`src/rtl/ch_readout_master.sv`:
```
// ch_readout_master: serial readout master for one PSEC channel counter port.
// Walks SELECT_REG through 0..NUM_REGS-1, clocks DATA_W bits out of the
// channel on SPI_CLK (MSB first on CNT_SER) and presents each word to
// downstream logic over a valid/ready handshake.
// Optional build macro CH_RDOUT_LOAD_PULSE_EN: issue one extra SPI_CLK pulse
// after SETUP to load the channel's parallel shift register before the data
// bits; CNT_SER is not sampled during that pulse.
module ch_readout_master #(
  parameter int DATA_W    = 10,
  parameter int NUM_REGS  = 6,
  parameter int CLK_DIV   = 4,
  parameter int SETUP_CYC = 2
) (
  input  logic              CLK,
  input  logic              RST,
  input  logic              START,
  output logic              BUSY,
  output logic              DONE,
  output logic              INST_READOUT,
  output logic [2:0]        SELECT_REG,
  output logic              SPI_CLK,
  input  logic              CNT_SER,
  output logic [DATA_W-1:0] WORD_DATA,
  output logic [2:0]        WORD_SEL,
  output logic              WORD_VALID,
  input  logic              WORD_READY
);

  localparam int CYC_MAX = (CLK_DIV > SETUP_CYC) ? CLK_DIV : SETUP_CYC;
  localparam int CYC_W   = $clog2(CYC_MAX + 1);
  localparam int BIT_W   = $clog2(DATA_W + 1);

`ifdef CH_RDOUT_LOAD_PULSE_EN
  localparam logic LOAD_EN = 1'b1;
`else
  localparam logic LOAD_EN = 1'b0;
`endif

  typedef enum logic [2:0] {
    S_IDLE, S_SETUP, S_CLK_HI, S_CLK_LO, S_EMIT, S_FINISH
  } state_t;

  state_t             r_state;
  state_t             w_state_nxt;
  logic [CYC_W-1:0]   r_cyc;
  logic [BIT_W-1:0]   r_bit;
  logic [DATA_W-1:0]  r_shift;
  logic [2:0]         r_sel;
  logic               r_load;
  logic               w_cyc_last;
  logic               w_sample;
  logic               w_hs;
  logic               w_last_reg;

  assign w_last_reg = (r_sel == 3'(NUM_REGS - 1));

  // State register; RST aborts any readout without producing DONE.
  always_ff @(posedge CLK) begin
    if (RST) r_state <= S_IDLE;
    else     r_state <= w_state_nxt;
  end

  // Next-state decode and Moore outputs derived from the current state.
  always_comb begin
    w_state_nxt  = r_state;
    w_cyc_last   = 1'b0;
    w_sample     = 1'b0;
    w_hs         = 1'b0;
    BUSY         = 1'b0;
    DONE         = 1'b0;
    INST_READOUT = 1'b0;
    SPI_CLK      = 1'b0;
    WORD_VALID   = 1'b0;
    WORD_DATA    = '0;
    WORD_SEL     = '0;
    SELECT_REG   = r_sel;
    case (r_state)
      S_IDLE: begin
        if (START) w_state_nxt = S_SETUP;
      end
      S_SETUP: begin
        BUSY         = 1'b1;
        INST_READOUT = 1'b1;
        w_cyc_last   = (r_cyc == CYC_W'(SETUP_CYC - 1));
        if (w_cyc_last) w_state_nxt = S_CLK_HI;
      end
      S_CLK_HI: begin
        BUSY         = 1'b1;
        INST_READOUT = 1'b1;
        SPI_CLK      = 1'b1;
        w_cyc_last   = (r_cyc == CYC_W'(CLK_DIV - 1));
        if (w_cyc_last) w_state_nxt = S_CLK_LO;
      end
      S_CLK_LO: begin
        BUSY         = 1'b1;
        INST_READOUT = 1'b1;
        w_cyc_last   = (r_cyc == CYC_W'(CLK_DIV - 1));
        if (w_cyc_last) begin
          // The load pulse (if any) shifts nothing and does not count as a bit.
          w_sample = ~r_load;
          if (!r_load && (r_bit == BIT_W'(DATA_W - 1))) w_state_nxt = S_EMIT;
          else                                          w_state_nxt = S_CLK_HI;
        end
      end
      S_EMIT: begin
        BUSY         = 1'b1;
        INST_READOUT = 1'b1;
        WORD_VALID   = 1'b1;
        WORD_DATA    = r_shift;
        WORD_SEL     = r_sel;
        w_hs         = WORD_READY;
        if (WORD_READY) w_state_nxt = w_last_reg ? S_FINISH : S_SETUP;
      end
      S_FINISH: begin
        DONE        = 1'b1;
        w_state_nxt = S_IDLE;
      end
      default: w_state_nxt = S_IDLE;
    endcase
  end

  // Phase timer, bit counter, deserialiser and register-select counter.
  always_ff @(posedge CLK) begin
    if (RST) begin
      r_cyc   <= '0;
      r_bit   <= '0;
      r_shift <= '0;
      r_sel   <= '0;
      r_load  <= 1'b0;
    end else begin
      // Timer restarts on every state change, so it never needs to wrap.
      if ((w_state_nxt == r_state) &&
          ((r_state == S_SETUP) || (r_state == S_CLK_HI) || (r_state == S_CLK_LO)))
        r_cyc <= r_cyc + 1'b1;
      else
        r_cyc <= '0;
      case (r_state)
        S_IDLE: begin
          if (START) r_sel <= '0;
        end
        S_SETUP: begin
          r_bit   <= '0;
          r_shift <= '0;
          r_load  <= LOAD_EN;
        end
        S_CLK_LO: begin
          if (w_cyc_last) begin
            r_load <= 1'b0;
            if (w_sample) begin
              r_shift <= {r_shift[DATA_W-2:0], CNT_SER};
              r_bit   <= r_bit + 1'b1;
            end
          end
        end
        S_EMIT: begin
          // Select returns to 0 after the last register so IDLE shows 0.
          if (w_hs) r_sel <= w_last_reg ? 3'd0 : r_sel + 3'd1;
        end
        default: ;
      endcase
    end
  end

endmodule

```
`config.mk`:
```
export PLATFORM = sky130hd
export DESIGN_NAME = ch_readout_master
export DESIGN_NICKNAME = d
export VERILOG_FILES = /design/src/rtl/ch_readout_master.sv
export SDC_FILE = /design/constraint.sdc
export NUM_CORES = 1
export LEC_CHECK = 0
export BUFFER_PORTS_ARGS = -buffer_cell sky130_fd_sc_hd__buf_2
export CORE_MARGIN = 2
export CORE_UTILIZATION = 35
export CTS_BUF_LIST = sky130_fd_sc_hd__clkbuf_4 sky130_fd_sc_hd__clkbuf_8
export DETAILED_ROUTE_END_ITERATION = 7
export PLACE_DENSITY = 0.64
export SLEW_MARGIN = 20
export SYNTH_ARGS = -nofsm -noshare
export SYNTH_HDL_FRONTEND = slang
export SYNTH_SLANG_ARGS = --single-unit
```
`constraint.sdc`:
```
create_clock -name CLK -period 1.85 [get_ports CLK]
set_input_delay 0.0925 -clock CLK [delete_from_list [all_inputs] [get_ports CLK]]
set_output_delay 0.0925 -clock CLK [all_outputs]
set_load 0.02 [all_outputs]
```
==> results.md, run 1 <==
* CP Class: reg -> out
* Number of flops mapped to enable cells by yosys at 0
* I/O Pins at 26
* Synth warn at 0
* Final instance area at 1388 um^2
* Fraction of registers with async set/reset at 0%
* Post-synthesis cell type count at 38
* Crit share post-route at 93.19%
* Status: finished clean
* Synth Flop Type: dfxtp_1
* Worst-path clk slew at 130 ps
* Slew margin rel. at 60.61%
* CTS tree: done
* Initial DRC count at 89
* Worst Max-Slew Pin Slew at 590.0 ps
* Core ar. at 3363 um^2
* Max-capacitance violation count at 0
* Via count at 1070
* Root Buffer: clkbuf_4
* Pwr/cell area at 600.9 nW/um^2
* CTS buffer count at 3
* Die area at 4008 um^2
* Worst path cell trace: buf_4 > and3_1 > buf_2
* Synth top area cells: dfxtp_1, and3_1, a22oi_1
* Dpl hpwl at 1893 um
* Crit Path Max Fanout at 16
* Post-synth top area share at 37.40%
* Number of global-route vias before repair at 1013
* Final Hold Fails at 0
* DP Area at 1360 um^2
* Crit path buf inv count at 2
* # placed instances at 204
* CTS Hold Bufs at 0
* Worst path arrival time at 1630 ps
* GRT Overall Usage at 13.52%
* Post-Layout Cell Count at 208
* Nets at 174
* Peak VDD IR at 0.2481 mV
* GRT Residual Overflow at 0
* Pre-Repair DR Iteration Count at 4
* Global-route wire length before repair at 4388 um
* Clock Tree Buf Depth at 2
* Syn_nets at 152
* Initial antenna violation count at 0
* Htree depth at 1
* Syn Area/Cell at 8.732 um^2
* DRC Markers at 0
* Mapped cell area at 1231 um^2
* Clock sink count at 23
* Crit path max-delay family: flip-flops
* Worst min path class: in -> reg
* Num rows at 21
* Maximum clock rate at 580.0 MHz
* Share of cells above drive strength 1 at 26.54%
* Routed wire length at 2572 um
* Area growth syn-to-layout at 12.70%
* Setup bufs post-CTS at 0
* GPL Wtd Cong at 0.7585
* Hold Slack at 9.241 ps
* Synth Register Bits at 23
* Post-CTS sizing at 0
* Critical path's slowest cell: dfxtp_1
* Critical Path RT at 1760 ps
* Minimum clock period at 1724 ps
* Leak Pwr at 0.0006554 uW
* Antenna diode count at 0
* Via/cell ratio at 5.144
* Startpoint types: flip-flop
* Setup TNS at 0 ps
* Synth area leader: dfxtp_1
* Die Ht at 63.31 um
* Skew final at 10.13 ps
* Buffers on Ports at 25
* Final setup viols at 0
* Initial Util at 36.61%
* Post-Synthesis Cells at 141
* CP peak stage delay at 720 ps
* RSZ-0062 raised after global routing: false
* Largest net degree at the start of global routing at 21
* Avg WL per Cell at 12.37 um
* Post-synthesis sequential area ratio at 37.40%
* Worst-skew pair later-pin latency at 310 ps
* Overall Power at 833.7 uW
* Worst setup EP type: output pin
* Die W at 63.31 um
* Routed Antenna Nets at 0
* Slew Viols, Final at 0
## registers in the layout, indices dropped and copies added (netlist names)
| signal | count |
|---|---|
| r_shift | 10 |
| r_bit | 4 |
| SELECT_REG | 3 |
| r_cyc | 3 |
| r_state | 3 |
## metal layers
metal	up-vias	global-route usage (%)	wire length, um
met2	26	22.21	1231
li1	536	-	-
met5	-	0	0
met4	0	4.891	22
met1	506	17.15	1201
met3	2	3.393	116
## worst paths after layout
kind	startpoint	end	slack, ps	cells past startpoint
min reg2reg	r_cyc[0]	r_cyc[0]	480	1
max reg2reg	r_cyc[0]	r_shift[3]	310	6
max	r_state[2]	WORD_DATA[0]	130	3
min	CNT_SER	r_shift[0]	9	3
## cells in the final DEF (no fill, tap or decap), drive strengths merged
cell,instances
a22oi,12
clkinv,1
and2,1
nor3b,1
xor2,2
nor2,19
a32oi,1
nor2b,3
nand3,6
nand2,4
inv,7
and3,15
mux2i,2
clkbuf,3
a31oi,1
or2,1
o21ai,5
nand2b,3
a2bb2oi,1
and4b,1
o311a,1
xnor2,1
buf,28
a21oi,4
a21o,2
ha,6
dfxtp,23
nor3,8
## per-stage QoR
| stage | utilization [%] | setup WS [ps] |
|---|---|---|
| floorplan | - | 453.3 |
| global placement | 40.44 | 378.8 |
| detailed placement | 40.44 | 327.6 |
| CTS | 41.26 | 107.5 |
| global route | 41.26 | 3.291 |
| finish | 41.26 | 126.0 |
## synth_stat cells, types with 2 or more instances
| cell | n |
|---|---|
| dfxtp_1 | 23 |
| clkbuf_1 | 3 |
| nand2_1 | 3 |
| ha_1 | 6 |
| nor3_1 | 6 |
| nand2b_1 | 3 |
| a22oi_1 | 11 |
| buf_6 | 2 |
| and3_1 | 14 |
| nor2_1 | 17 |
| a21oi_1 | 4 |
| inv_1 | 6 |
| mux2i_1 | 2 |
| nor2b_1 | 2 |
| o21ai_0 | 3 |
| a21o_1 | 2 |
| buf_4 | 5 |
| o21ai_1 | 2 |
| nand3_1 | 6 |
| nor2_2 | 2 |
| xor2_1 | 2 |
## report_power, final
group	total [uW]	internal [uW]	leakage (uW)	switching, uW
clock	227	80.7	0.0000177	147
sequential	508	499	0.000186	8.91
combinational	98.4	35.0	0.000452	63.3
total	834	615	0.000655	219
## tightest hold or removal path: stages
cell,delay [ps]
buf_2,70
a22oi_1,50
nor2_1,70
## final cells by class
type                    count  area, um^2
fillers                   377        1976
multi-input cells         100       668.1
inverters                   7       26.28
repair buffers             28       147.6
clock inverters             1       5.005
clock buffers               3       22.52
flip-flops and latches     23       460.4
well taps                  46       57.56
## logic make-up after synthesis
group           count (synthesis)  synth area share, %
buf+inv                        18                8.333
xor+xnor                        3                2.135
mux                             2                1.626
fa+ha+maj                       6                6.097
flops                          23                37.40
simple gates                   62                29.07
compound gates                 27                15.35
No activity file was read; power rests on OpenSTA's default activity.
==> run 2, diff against run 1 <==
Settings changed: CAP_MARGIN from default to 10, SETUP_SLACK_MARGIN from default to 0.3.
==> run 2 against run 1 <==
  * Cell count increased by 1.4%
  * Maximum frequency increased by 17%
  * Clock power about the same
  * Highest routed layer unchanged
  * Register-to-register slack improved by 60 ps
  * Die area unchanged
  * Critical endpoint is now r_cyc[2]
  * Combinational power increased by 15%
  * Sequential share of layout area decreased by 1.2 points
  * Worst setup slack improved by 250 ps
  * First-iteration DRC count increased by 19%
  * Global-route usage increased by 0.45 points
  * Critical path type is now reg -> reg
==> results.md, run 2 (synthesized netlist as in run 1, its figures left out) <==
* Status: finished clean
* Root Buffer: clkbuf_4
* Minimum clock period at 1477 ps (-247.4 ps)
* Pre-Repair DR Iteration Count at 4 (unchanged)
* Commonest non-fill, non-tap cells in the layout: buf_2, dfxtp_1, nor2_1
* Number of global-route vias before repair at 1051 (+3.8%)
* Overall Power at 850.3 uW (+2.0%)
* Die area at 4008 um^2 (unchanged)
* # placed instances at 204 (unchanged)
* CTS Hold Bufs at 0 (unchanged)
* Hold Slack at 11.13 ps (+1.888 ps)
* Final setup viols at 0 (unchanged)
* Largest net degree at the start of global routing at 21 (unchanged)
* Num rows at 21 (unchanged)
* GPL Wtd Cong at 0.7585 (unchanged)
* Skew final at 9.277 ps (-0.8567 ps)
* Most common cell after layout, fill and taps aside: buf_2
* Initial Util at 36.61% (unchanged)
* Initial DRC count at 106 (+19%)
* Worst-skew pair later-pin latency at 310 ps (about the same)
* Largest regs: r_shift: 10 flops, r_bit: 4 flops
* Setup TNS at 0 ps (unchanged)
* Antenna diode count at 0 (unchanged)
* Dpl hpwl at 1893 um (unchanged)
* Maximum clock rate at 677.2 MHz (+17%)
* Worst Max-Slew Pin Slew at 386.9 ps (-203.1 ps)
* Via count at 1073 (+0.28%)
* Peak VDD IR at 0.2484 mV (+0.11%)
* Final Hold Fails at 0 (unchanged)
* Share of cells above drive strength 1 at 32.73% (+6.2 points)
* Avg WL per Cell at 12.74 um (+3.1%)
* CTS tree: done
* Top cell by count, worst path: ha_1
* CTS buffer count at 3 (unchanged)
* Critical Path RT at 2080 ps (+320 ps)
* CP Class: reg -> reg
* Number of flip-flops in the largest register at 10 (unchanged)
* Core ar. at 3363 um^2 (unchanged)
* Max-capacitance violation count at 0 (unchanged)
* RSZ-0062 raised after global routing: true
* GRT Overall Usage at 13.97% (+0.45 points)
* Slew margin rel. at 74.21% (+14 points)
* Htree depth at 1 (unchanged)
* Routed Antenna Nets at 0 (unchanged)
* GRT Residual Overflow at 0 (unchanged)
* CP peak stage delay at 350 ps (-370 ps)
* Nets at 177 (+1.7%)
* Startpoint types: flip-flop
* Clock sink count at 23 (unchanged)
* Leak Pwr at 0.0006819 uW (+4.0%)
* Die Ht at 63.31 um (unchanged)
* Area growth syn-to-layout at 18.70%
* Worst-path clk slew at 130 ps (about the same)
* Via/cell ratio at 5.085 (-1.1%)
* Crit share post-route at 79.82% (-13 points)
* Buffers on Ports at 25 (unchanged)
* Worst path cell trace: ha_1 > ha_1 > and4b_1 > nand3_1 > nand3_2 > nor3_1
* I/O Pins at 26 (unchanged)
* Critical path's slowest cell: dfxtp_2
* Post-Layout Cell Count at 211 (+1.4%)
* Routed wire length at 2689 um (+4.5%)
* Clock Tree Buf Depth at 2 (unchanged)
* Largest register by flop count: r_shift
* Initial antenna violation count at 0 (unchanged)
* Global-route wire length before repair at 4540 um (+3.5%)
* Pwr/cell area at 581.8 nW/um^2 (-3.2%)
* Worst min path class: in -> reg
* Worst path arrival time at 1710 ps (+80 ps)
* Slew Viols, Final at 0 (unchanged)
* DRC Markers at 0 (unchanged)
* Crit Path Max Fanout at 3 (-13)
* Die W at 63.31 um (unchanged)
* Worst setup EP type: flip-flop
-- run 2: cell count changes in the layout (fill, tap and decap cells not counted), sizes merged --
cell  before  now
buf       28   31
-- run 2: layout make-up --
type	instances	area, um^2
Sequential cell	23	467.9
Inverter	7	26.28
Multi-Input combinational cell	100	695.7
Tap cell	46	57.56
Clock buffer	3	22.52
Timing Repair Buffer	31	186.4
Clock inverter	1	5.005
Fill cell	365	1902
-- run 2: final timing paths --
kind	startpoint	end	slack, ps	depth (start not counted)
max	r_cyc[0]	r_cyc[2]	370	6
min	CNT_SER	r_shift[0]	10	3
max reg2reg	r_cyc[0]	r_cyc[2]	370	6
min reg2reg	r_cyc[0]	r_cyc[0]	440	1
-- run 2: routing by layer --
metal / track usage, % / part of all wire, % / vias to the layer above
li1: - / - / 538
met1: 17.48 / 46 / 513
met2: 23.40 / 49 / 20
met3: 3.393 / 4.0 / 2
met4: 4.891 / 0.82 / 0
met5: 0 / 0 / -
-- run 2: metrics by stage --
step / utilization [%] / cell area, um^2 / worst slack (ps)
2_1_floorplan: - / 1231 / 453.3
3_3_place_gp: 40.44 / 1360 / 378.8
3_5_place_dp: 40.44 / 1360 / 327.6
4_1_cts: 42.11 / 1416 / 305.3
5_1_grt: 43.45 / 1461 / 284.7
6_report: 43.45 / 1461 / 373.4
-- run 2: critical path, delay by kind of cell (launching register included) --
family	cells	cell delay [ps]
simple gates	4	650
fa+ha+maj	2	410
flops	1	350
-- run 2: repair_timing --
action / 4_1_cts / 5_1_grt
resized for setup: 4 / 8
buffers inserted: 1 / 2
endpoints found under the setup margin: 16 / 27
pin swaps: 1 / 2
gates cloned: 0 / 0
-- run 2: report_power, final --
| group | switching (uW) | internal [uW] |
|---|---|---|
| combinational | 69.2 | 44.2 |
| clock | 147 | 80.7 |
| sequential | 10.5 | 499 |
==> run 3, diff against run 2 <==
Clock period 1.85 ns to 1.4 ns, I/O delays scaled along.
==> run 3 against run 2 <==
  * Design area up 33%
  * Highest routed layer unchanged
  * Critical path type is now reg -> out
  * Clock skew shrank 1.8 ps
  * Power increased by 44%
==> results.md, run 3 (synthesized netlist as in run 1, its figures left out) <==
* Status: finished clean
* Place WS at -17.52 ps (-345.1 ps)
* CTS buffer count at 3 (unchanged)
* Maximum clock rate at 723.4 MHz
* Via/cell ratio at 5.121 (+0.71%)
* PnR worst setup slack at 17.71 ps (-355.7 ps)
* Largest register by flop count: r_shift
* Post-Layout Cell Count at 231 (+9.5%)
* Final setup viols at 0 (unchanged)
* Reg2reg start: r_cyc[0]
* Startpoint types: flip-flop
* Via count at 1183 (+10%)
* Initial Util at 36.61% (unchanged)
* Minimum clock period at 1382 ps
* Clock sink count at 23 (unchanged)
* Hold depth at 2 (-1)
* DRC Markers at 0 (unchanged)
* Max-capacitance violation count at 0 (unchanged)
* Worst min path class: in -> reg
* Hold Slack at 136.8 ps (+125.6 ps)
* Dpl hpwl at 1951 um (+3.0%)
* Die Ht at 63.31 um (unchanged)
* CTS tree: done
* Root Buffer: clkbuf_4
* Routed wire length at 3081 um (+15%)
* # placed instances at 209 (+2.5%)
* Core ar. at 3363 um^2 (unchanged)
* Setup TNS at 0 ps (unchanged)
* Critical Path RT at 1330 ps (-750 ps)
* Number of global-route vias before repair at 1132 (+7.7%)
* Hold endpoint: r_bit[0]
* Worst setup EP type: output pin
* Pwr/cell area at 629.1 nW/um^2 (+8.1%)
* Global-route wire length before repair at 5216 um (+15%)
* Largest regs: r_shift: 10 flops, r_bit: 4 flops
* Buffers on Ports at 25 (unchanged)
* Initial antenna violation count at 0 (unchanged)
* I/O Pins at 26 (unchanged)
* Initial DRC count at 42 (-60%)
* Crit Path Max Fanout at 8 (+5)
* Peak VDD IR at 0.3748 mV (+51%)
* Clock Tree Buf Depth at 2 (unchanged)
* GPL Wtd Cong at 0.7706 (+1.6%)
* Antenna diode count at 0 (unchanged)
* Area growth syn-to-layout at 57.62%
* Worst-path clk slew at 140 ps (about the same)
* Slew Viols, Final at 0 (unchanged)
* GRT Residual Overflow at 0 (unchanged)
* Reg-to-Reg End: r_cyc[0]
* Number of flip-flops in the largest register at 10 (unchanged)
* Pre-Repair DR Iteration Count at 4 (unchanged)
* Fill count at 313 (-14%)
* Nets at 197 (+11%)
* CP Class: reg -> out
* Share of cells above drive strength 1 at 60.00% (+27 points)
* Htree depth at 1 (unchanged)
* Final Hold Fails at 0 (unchanged)
* Reg2Reg Setup Slack at 30 ps (-340 ps)
* Routed Antenna Nets at 0 (unchanged)
* RSZ-0062 raised after global routing: true
* Num rows at 21 (unchanged)
* Overall Power at 1221 uW (+44%)
* Worst-skew pair later-pin latency at 320 ps (about the same)
* GRT Overall Usage at 16.20% (+2.2 points)
* Die W at 63.31 um (unchanged)
* Skew final at 7.443 ps (-1.834 ps)
* Avg WL per Cell at 13.34 um (+4.7%)
* HP Start: RST
* Largest net degree at the start of global routing at 21 (unchanged)
* Die area at 4008 um^2 (unchanged)
* Crit share post-route at 98.74%
* Leak Pwr at 0.0008148 uW (+19%)
* Worst Max-Slew Pin Slew at 395.8 ps (+8.921 ps)
* Most common cell after layout, fill and taps aside: buf_4
* Commonest non-fill, non-tap cells in the layout: buf_4, nor2_1, dfxtp_1
* Reg2reg path depth at 6 (unchanged)
* Worst path arrival time at 1310 ps (-400 ps)
* Slew margin rel. at 73.61% (-0.59 points)
run 3: worst max path at each step:
stage / cells after the start / slack (ps) / from / to
final: 4 / 20 / r_state[1] / WORD_DATA[8]
after global placement: 4 / 70 / r_state[0] / r_cyc[0]
after detailed placement: 4 / -20 / r_state[0] / r_cyc[1]
after CTS: 4 / 4 / r_state[1] / WORD_DATA[6]
after global routing: 7 / -40 / r_cyc[0] / r_shift[9]
after floorplan: 7 / 160 / r_cyc[0] / r_shift[6]
run 3: what timing repair did:
action / in CTS / in global routing
hold endpoints to repair: 1 / 0
buffers inserted: 11 / 4
gates cloned: 2 / 0
pin swaps: 17 / 10
hold buffers: 1 / 0
resized for setup: 56 / 13
endpoints found under the setup margin: 41 / 42
run 3: worst max-delay path: stages, from the launching register on:
cell	delay [ps]
dfxtp_4	390
buf_6	120
nor2_4	150
and3_2	200
buf_4	130
run 3: layout make-up:
class | instances | area [um^2] | share of cell area, %
tap | 46 | 57.56 | 2.966
clock buffer | 3 | 22.52 | 1.161
timing repair buffer | 49 | 417.9 | 21.53
sequential | 23 | 479.2 | 24.69
clock inverter | 1 | 7.507 | 0.3868
inverter | 7 | 31.28 | 1.612
multi-input combinational | 102 | 924.6 | 47.65
run 3: metrics by stage:
stage	util (%)	area, um^2
floorplan	-	1368
global placement	45.20	1520
detailed placement	45.20	1520
CTS	55.32	1861
global route	57.70	1941
finish	57.70	1941
run 3: layer usage:
metal | part of all wire (%) | vias up | track usage, %
li1 | - | 586 | -
met3 | 2.3 | 6 | 2.500
met5 | 0 | - | 0
met2 | 54 | 14 | 29.79
met4 | 1.5 | 0 | 4.620
met1 | 43 | 577 | 19.40
run 3: power by group:
group / switching, uW / total, uW / internal (uW) / leakage [uW]
combinational: 128 / 228 / 99.4 / 0.000611
sequential: 10.8 / 667 / 656 / 0.000190
clock: 217 / 326 / 109 / 0.0000139
total: 356 / 1220 / 865 / 0.000815
